`src/rtl/bfp_expand_pkg.sv`:
```
// Shared definitions for the block-floating-point expander: frame FSM
// encoding and output saturation limits.
package bfp_expand_pkg;

    typedef enum logic {
        ST_IDLE = 1'b0,
        ST_RUN  = 1'b1
    } state_e;

    // Largest positive value representable in a w-bit signed word.
    function automatic longint sat_max(input int w);
        return (longint'(1) <<< (w - 1)) - longint'(1);
    endfunction

    // Most negative value representable in a w-bit signed word.
    function automatic longint sat_min(input int w);
        return -(longint'(1) <<< (w - 1));
    endfunction

endpackage

```
`src/rtl/bfp_expand_sat_shift.sv`:
```
// Combinational sign-extend, left shift by the frame exponent and clip to the
// signed output range; sat_o flags a clipped sample.
module bfp_expand_sat_shift
    import bfp_expand_pkg::*;
#(
    parameter int IN_W  = 10,
    parameter int OUT_W = 16,
    parameter int EXP_W = 4
) (
    input  logic [IN_W-1:0]  data_i,
    input  logic [EXP_W-1:0] exp_i,
    output logic [OUT_W-1:0] data_o,
    output logic             sat_o
);

    // Full-precision width of a shifted sample; widened further when the
    // output word is the larger of the two so the clip compare stays exact.
    localparam int WIDE_W = IN_W + (2 ** EXP_W) - 1;
    localparam int CMP_W  = (WIDE_W > OUT_W) ? WIDE_W : OUT_W;

    localparam logic signed [CMP_W-1:0] LIM_MAX = CMP_W'(sat_max(OUT_W));
    localparam logic signed [CMP_W-1:0] LIM_MIN = CMP_W'(sat_min(OUT_W));

    logic signed [CMP_W-1:0] ext;
    logic signed [CMP_W-1:0] shifted;

    // Extend, shift and clip the sample.
    always_comb begin
        ext     = CMP_W'($signed(data_i));
        shifted = ext <<< exp_i;
        sat_o   = 1'b0;
        data_o  = shifted[OUT_W-1:0];
        if (shifted > LIM_MAX) begin
            sat_o  = 1'b1;
            data_o = LIM_MAX[OUT_W-1:0];
        end else if (shifted < LIM_MIN) begin
            sat_o  = 1'b1;
            data_o = LIM_MIN[OUT_W-1:0];
        end
    end

endmodule

```
`src/rtl/bfp_expand.sv`:
```
// Block-floating-point expander: frame FSM and sample counter on the input
// side, a two-stage pipeline restoring each narrow sample to OUT_W bits.
//
// state | meaning
// IDLE  | waiting for a start-of-frame sample; non-SOF samples are dropped
// RUN   | inside a frame, counting accepted samples up to FRAME_LEN-1
module bfp_expand
    import bfp_expand_pkg::*;
#(
    parameter int IN_W      = 10,
    parameter int OUT_W     = 16,
    parameter int EXP_W     = 4,
    parameter int FRAME_LEN = 64
) (
    input  logic             clk,
    input  logic             i_init,
    input  logic             i_vld,
    input  logic             i_sof,
    input  logic [EXP_W-1:0] i_exp,
    input  logic [IN_W-1:0]  i_data,
    output logic             o_vld,
    output logic             o_sof,
    output logic             o_eof,
    output logic             o_sat,
    output logic             o_err,
    output logic [OUT_W-1:0] o_data
);

    localparam int CNT_W = $clog2(FRAME_LEN);
    localparam logic [CNT_W-1:0] CNT_LAST = CNT_W'(FRAME_LEN - 1);

    state_e           state_q, state_d;
    logic [CNT_W-1:0] cnt_q, cnt_d;
    logic [EXP_W-1:0] exp_q, exp_d;
    logic             accept, tag_sof, tag_eof, err_d;
    logic [EXP_W-1:0] eff_exp;

    logic             s1_vld_q, s1_sof_q, s1_eof_q;
    logic [IN_W-1:0]  s1_data_q;
    logic [EXP_W-1:0] s1_exp_q;

    logic [OUT_W-1:0] sat_data;
    logic             sat_hit;
    logic             sat_acc_q;

    logic             vld_q, sof_q, eof_q, osat_q, err_q;
    logic [OUT_W-1:0] data_q;

    // Frame state, sample counter and latched frame exponent.
    always_ff @(posedge clk or posedge i_init) begin
        if (i_init) begin
            state_q <= ST_IDLE;
            cnt_q   <= '0;
            exp_q   <= '0;
        end else begin
            state_q <= state_d;
            cnt_q   <= cnt_d;
            exp_q   <= exp_d;
        end
    end

    // Next-state logic: accept/drop decision, frame tags and protocol error.
    always_comb begin
        state_d = state_q;
        cnt_d   = cnt_q;
        exp_d   = exp_q;
        accept  = 1'b0;
        tag_sof = 1'b0;
        tag_eof = 1'b0;
        err_d   = 1'b0;
        if (i_vld) begin
            if (i_sof) begin
                // A SOF inside a frame aborts it and restarts on this sample.
                err_d   = (state_q == ST_RUN);
                accept  = 1'b1;
                tag_sof = 1'b1;
                exp_d   = i_exp;
                cnt_d   = CNT_W'(1);
                state_d = ST_RUN;
            end else if (state_q == ST_IDLE) begin
                err_d = 1'b1;
            end else begin
                accept = 1'b1;
                if (cnt_q == CNT_LAST) begin
                    tag_eof = 1'b1;
                    cnt_d   = '0;
                    state_d = ST_IDLE;
                end else begin
                    cnt_d = cnt_q + CNT_W'(1);
                end
            end
        end
    end

    // The SOF sample uses its own exponent; the latch only updates at the edge.
    assign eff_exp = tag_sof ? i_exp : exp_q;

    // Stage 1: capture the accepted sample with its exponent and frame tags.
    always_ff @(posedge clk or posedge i_init) begin
        if (i_init) begin
            s1_vld_q  <= 1'b0;
            s1_sof_q  <= 1'b0;
            s1_eof_q  <= 1'b0;
            s1_data_q <= '0;
            s1_exp_q  <= '0;
            err_q     <= 1'b0;
        end else begin
            s1_vld_q <= accept;
            s1_sof_q <= tag_sof;
            s1_eof_q <= tag_eof;
            err_q    <= err_d;
            if (accept) begin
                s1_data_q <= i_data;
                s1_exp_q  <= eff_exp;
            end
        end
    end

    bfp_expand_sat_shift #(
        .IN_W  (IN_W),
        .OUT_W (OUT_W),
        .EXP_W (EXP_W)
    ) u_sat_shift (
        .data_i (s1_data_q),
        .exp_i  (s1_exp_q),
        .data_o (sat_data),
        .sat_o  (sat_hit)
    );

    // Stage 2: register the clipped sample, tags and the per-frame sticky sat.
    always_ff @(posedge clk or posedge i_init) begin
        if (i_init) begin
            vld_q     <= 1'b0;
            sof_q     <= 1'b0;
            eof_q     <= 1'b0;
            osat_q    <= 1'b0;
            data_q    <= '0;
            sat_acc_q <= 1'b0;
        end else begin
            vld_q  <= s1_vld_q;
            sof_q  <= s1_vld_q & s1_sof_q;
            eof_q  <= s1_vld_q & s1_eof_q;
            osat_q <= s1_vld_q & s1_eof_q & ((sat_acc_q & ~s1_sof_q) | sat_hit);
            if (s1_vld_q) begin
                data_q    <= sat_data;
                sat_acc_q <= s1_sof_q ? sat_hit : (sat_acc_q | sat_hit);
            end
        end
    end

    assign o_vld  = vld_q;
    assign o_sof  = sof_q;
    assign o_eof  = eof_q;
    assign o_sat  = osat_q;
    assign o_err  = err_q;
    assign o_data = data_q;

endmodule
```
`config.mk`:
```
export PLATFORM = sky130hd
export DESIGN_NAME = bfp_expand
export DESIGN_NICKNAME = d
export VERILOG_FILES = /design/src/rtl/bfp_expand_pkg.sv /design/src/rtl/bfp_expand_sat_shift.sv /design/src/rtl/bfp_expand.sv
export SDC_FILE = /design/constraint.sdc
export NUM_CORES = 1
export LEC_CHECK = 0
export CORE_ASPECT_RATIO = 0.75
export CORE_MARGIN = 2
export CORE_UTILIZATION = 45
export DETAILED_ROUTE_END_ITERATION = 6
export GPL_TIMING_DRIVEN = 0
export PLACE_DENSITY = 0.78
export SLEW_MARGIN = 20
export SYNTH_ARGS = -nofsm -noshare
export SYNTH_HDL_FRONTEND = slang
export SYNTH_SLANG_ARGS = --single-unit
```
`constraint.sdc`:
```
create_clock -name clk -period 2 [get_ports clk]
set_input_delay 0.4 -clock clk [delete_from_list [all_inputs] [get_ports clk]]
set_output_delay 0.4 -clock clk [all_outputs]
set_load 0.02 [all_outputs]
```
== Word level (Yosys, flattened, before mapping) ==
Index checks and enable logic that the tools add are counted.

* Add/subtract/negate cells: 1
* $mul: 0
* Div/mod/pow operators: 0
* Order comparisons: 2
* Equality and inequality tests: 1
* Shifts and indexed selects: 1
* Multiplexer cells: 24
* Bitwise gates (word level): 7
* Reduce and logical (&&, ||, !) cells: 3

{| class="wikitable"
|+ Operators with widths
! kind !! count
|-
| $mux W16 || 2
|-
| $gt A25 B16 Y1 const B || 1
|-
| $lt A25 B16 Y1 const B || 1
|-
| $sshl A10 B4 Y25 || 1
|-
| $mux W1 || 18
|-
| $mux W6 || 3
|-
| $add A6 B1 Y6 const B || 1
|-
| $eq A6 B6 Y1 const B || 1
|-
| $and A1 B1 Y1 || 4
|-
| $mux W4 || 1
|-
| $reduce_and A2 Y1 || 2
|-
| $or A1 B1 Y1 || 2
|-
| $reduce_bool A2 Y1 || 1
|-
| $not A1 Y1 || 1
|}

* Register bits: 50
* Latch bits: 0
* Bits in writable memories: 0
* ROM bits: 0
* Bits of input ports: 18
* Output and inout bits: 21
* Memories: 0

== Logic depth before layout (Yosys ltp) ==
* Depth in word-level cells: 6
* Depth in mapped cells: 10

== Hierarchy ==
From an unflattened synthesis, not the netlist that was laid out.

* Cells, all modules: 314
* Area total of the unflattened synthesis: 3011.6 um^2

{| class="wikitable"
|+ By module, submodules not included
! module !! times used !! cells each !! area an instance (um^2) !! sequential area each (um^2)
|-
| bfp_expand || 1 || 158 || 1936.9 || 1251.2
|-
| bfp_expand_sat_shift || 1 || 156 || 1074.8 || 0.0
|}

== Worst setup path before layout ==
OpenSTA, ideal clock, no wires.

* Path kind: reg-to-reg
* Start point: register s1_exp_q[0]
* End point: register sat_acc_q
* Data arrival time: 1.945 ns
* Required time: 1.874 ns
* Path slack: -0.071 ns
* Stages on the path, launching flop included: 8
* Buffers on the path: 1
* Period minus slack after synthesis: 2.071 ns
* Cells stage by stage: dfrtp_1 buf_6 mux4_2 or2_1 o221ai_2 o221ai_2 or2_0 a221o_1

* Word-level cells in the longest chain between the ends: 6

{| class="wikitable"
|+ RTL lines
! item !! line !! text
|-
| start: declaration || bfp_expand.sv:40 || <nowiki>logic [EXP_W-1:0] s1_exp_q;</nowiki>
|-
| start signal: assignment || bfp_expand.sv:114 || <nowiki>s1_exp_q <= eff_exp;</nowiki>
|-
| $sshl A10 B4 Y25 (*) || bfp_expand_sat_shift.sv:30 || <nowiki>shifted = ext <<< exp_i;</nowiki>
|-
| $lt A25 B16 Y1 || bfp_expand_sat_shift.sv:36 || <nowiki>end else if (shifted < LIM_MIN) begin</nowiki>
|-
| $mux W1 || bfp_expand_sat_shift.sv:36 ||
|-
| $mux W1 (*) || bfp_expand_sat_shift.sv:33 || <nowiki>if (shifted > LIM_MAX) begin</nowiki>
|-
| $or A1 B1 Y1 || bfp_expand.sv:146 || <nowiki>sat_acc_q <= s1_sof_q ? sat_hit : (sat_acc_q | sat_hit);</nowiki>
|-
| $mux W1 (*) || bfp_expand.sv:146 ||
|-
| end signal: assignment || bfp_expand.sv:146 ||
|-
| end: declaration || bfp_expand.sv:44 || <nowiki>logic sat_acc_q;</nowiki>
|}

Mark *: on every way between the ends. The rest lies on a longest branch, timed or not.
A chain may end at the register's enable or synchronous reset.

== Final worst setup path ==
* Start point: register s1_data_q[3]
* End point: register sat_acc_q

* Word-level cells in the longest chain between the ends: 6

{| class="wikitable"
|+ RTL lines
! item !! line !! text
|-
| start: declaration || bfp_expand.sv:39 || <nowiki>logic [IN_W-1:0] s1_data_q;</nowiki>
|-
| start signal: assignment || bfp_expand.sv:113 || <nowiki>s1_data_q <= i_data;</nowiki>
|-
| $sshl A10 B4 Y25 (*) || bfp_expand_sat_shift.sv:30 ||
|-
| $lt A25 B16 Y1 || bfp_expand_sat_shift.sv:36 ||
|-
| $mux W1 || bfp_expand_sat_shift.sv:36 ||
|-
| $mux W1 (*) || bfp_expand_sat_shift.sv:33 ||
|-
| $or A1 B1 Y1 || bfp_expand.sv:146 ||
|-
| $mux W1 (*) || bfp_expand.sv:146 ||
|}

Marks and branches as above.

==> key figures <==
Clocking
  • Max clock buf depth: 2
  • CTS tree: built
  • CTS HTree Levels: 2
  • CTS buffer count: 5
  • Clock-pin slew on the worst setup and hold paths: 80 ps
  • Root Buffer: clkbuf_8
  • Clock sink total: 50
  • Worst skew pair latency: 310 ps

STA
  • Worst slew pin tran: 534.4 ps
  • RSZ-0062 raised after global routing: true
  • Final critical-path required period: 2353 ps
  • Hold Violations, Final: 0
  • Slew headroom: 64.37%
  • Tcrit/Tclk final: 117.7%
  • Max Clk Rate: 424.9 MHz
  • Worst Setup Slack, final: -353.5 ps
  • Fin. max-slew vios: 0
  • Clk_skew: 8.421 ps
  • Final setup viols: 17

Final layout
  • Final Instance Area: 3692 µm²
  • Layout net count: 399
  • Fillers: 582
  • Layout area overhead: 27.03%
  • Layout cell share with drive strength beyond 1: 17.41%
  • Antenna cells: 0

Yosys
  • Syn nets: 345
  • Post-synth top cells: 60 x nand2_1, 50 x dfrtp_1, 26 x nor2_1, 24 x o21ai_0, 15 x clkbuf_1
  • Main synth FF type: dfrtp_1
  • Avg Cell Area, Syn: 8.943 µm²
  • Largest cells by area after synthesis: dfrtp_1 43%, nand2_1 7.7%, o21ai_0 4.1%
  • Top-area cell type share of the netlist area: 43.05%
  • Yosys top cell by area: dfrtp_1
  • Yosys reg bits: 50
  • Sequential fraction of the synthesis area: 43.05%
  • Mapped cell area: 2907 µm²
  • Most common cell in the netlist: nand2_1
  • Number of flops mapped to enable cells by yosys: 0
  • Mapped Cells: 325
  • Unique cell type count in the Yosys netlist: 56
  • Asr flop ratio synth: 100.0%
  • Synthesis warning total: 0

Worst setup path
  • Critical Path, Cell by Cell: mux4_2, or2_1, o221ai_2, o221ai_2, or2_1, a221o_1
  • Crit. End Element: flop
  • Critical path arrival: 2550 ps
  • Crit path max fanout: 6
  • Req. time, crit path: 2190 ps
  • Max incr delay on CP: 540 ps
  • CP max stage cell: mux4_2
  • Critical path class: reg2reg
  • Startpoint types: flop

Global routing
  • GRT overflow: 0
  • Antenna violations before repair: 0
  • Vias in the first global route: 2,428
  • Pin count of the biggest net entering global routing: 29
  • First-pass GRT wire length: 12.29 mm
  • GRT Total Usage: 21.82%

Detailed routing
  • DR iter-0 viols: 223
  • Via count: 2,657
  • DR vias/cell: 5.776
  • DR WL/cell: 16.70 µm
  • Drt drc: 0
  • Routed wire length: 7.681 mm
  • 1st-pass router iterations: 5
  • Detail Route Antenna Nets: 0

Power and ir drop
  • Static Leak: 0.001532 µW
  • Total power: 3214 µW
  • Power per cell area: 870.4 nW/µm²
  • Worst IR Drop VDD: 0.3778 mV

Floorplanning
  • Die Y: 73.60 µm
  • Core box area: 6287 µm²
  • Site row count: 25
  • Initial Util: 46.23%
  • Die width: 96.80 µm
  • IO Pins: 39
  • Die ar.: 7124 µm²

Placed design
  • Post-DP Area: 3402 µm²
  • PortBufs: 37
  • Hpwl dp: 5.539 mm
  • Routability congestion estimate: 0.9481
  • Place WS: -350.5 ps

Flow run
  • Max-cap violations: 0

Run status
  • Failing checks: negative setup slack
  • Outcome: finished, violations left

Min path
  • Worst min path class: reg2reg
## cell type report
type | count | area, µm² | area share [%]
plain buffers | 25 | 143.9 | 3.897
well taps | 81 | 101.3 | 2.745
clock inverters | 1 | 7.507 | 0.2033
flip-flops and latches | 50 | 1254 | 33.95
inverters | 13 | 48.80 | 1.322
multi-input cells | 238 | 1603 | 43.41
clock buffers | 6 | 72.57 | 1.965
repair buffers | 46 | 461.7 | 12.50
## per-layer routing
metal,global-route usage (%),vias up,wire length [µm]
met5,0,-,0
met4,6.573,0,92
met3,2.950,9,336
met2,33.87,81,3379
met1,32.18,1307,3872
li1,-,1260,-
## placed cells by master, fill, tap and decap left out, types with 3 or more instances in the layout
cell / count
mux4_2: 3
mux2i_2: 3
nand3_1: 4
o21ai_0: 24
clkbuf_8: 5
clkdlybuf4s50_1: 37
nand2_1: 60
dfrtp_1: 48
clkbuf_1: 13
buf_6: 7
nor3_1: 8
mux2_2: 9
a21oi_1: 4
a211oi_1: 3
nor2_1: 26
clkbuf_2: 3
a311oi_1: 6
nor2b_1: 6
mux2i_1: 5
buf_4: 8
a31oi_1: 9
o21a_1: 5
and3_1: 5
inv_1: 10
a311oi_2: 3
a21o_1: 3
nand2b_1: 9
## registers in the layout, summed over array words and instances (netlist names)
register,cells
cnt_q,6
exp_q,4
o_data,16
o_eof,1
o_err,1
o_sat,1
o_sof,1
o_vld,1
s1_data_q,10
s1_eof_q,1
s1_exp_q,4
s1_sof_q,1
s1_vld_q,1
sat_acc_q,1
state_q,1
## through the flow
stage               instances  util (%)  TNS [ps]  hold slack, ps
floorplan                 325         -    -218.9           351.9
global placement          443     53.79    -32450           358.1
detailed placement        444     54.11     -6602           361.3
CTS                       457     57.17     -4095           382.2
global route              460     58.73     -5032           384.9
finish                    460     58.73     -4368           378.0
## path summary, 6_finish.rpt
check / to / start / cells past startpoint / slack, ps
min reg2reg: o_vld / s1_vld_q / 0 / 380
max: sat_acc_q / s1_data_q[3] / 6 / -350
min: o_vld / s1_vld_q / 0 / 380
max in group asynchronous: s1_data_q[5] / i_init / 3 / 1030
max reg2reg: sat_acc_q / s1_data_q[3] / 6 / -350
min in group asynchronous: o_data[11] / i_init / 2 / 440
## what timing repair did
item	in CTS	in global routing
gates cloned	1	1
setup buffers	5	2
hold buffers	0	0
setup endpoints to repair	17	17
pin swaps	2	4
resized for setup	16	19
## kinds of logic after synthesis
| group | count (synthesis) | synth area share, % |
|---|---|---|
| buffers and inverters | 38 | 6.198 |
| AO/OA/AOI/OAI | 85 | 20.58 |
| flip-flops | 50 | 43.05 |
| XOR/XNOR | 1 | 0.3014 |
| AND/OR/NAND/NOR | 129 | 20.19 |
| adder cells (fa/ha/maj) | 2 | 0.8608 |
| multiplexers | 20 | 8.825 |
## worst max-delay path, delay by kind of cell, from the launching register on
| family | cells | cell delay [ps] |
|---|---|---|
| AOI/OAI and AO/OA | 3 | 700 |
| muxes | 1 | 540 |
| and+or+nand+nor | 2 | 530 |
| DFF | 1 | 470 |
## power breakdown
| part | internal (µW) | leakage (µW) | switching [µW] |
|---|---|---|---|
| sequential | 1150 | 0.000597 | 104 |
| combinational | 616 | 0.000898 | 768 |
| clock | 241 | 0.0000373 | 331 |
| total | 2010 | 0.00153 | 1200 |
Note: power is estimated with default switching activity, not from simulation.
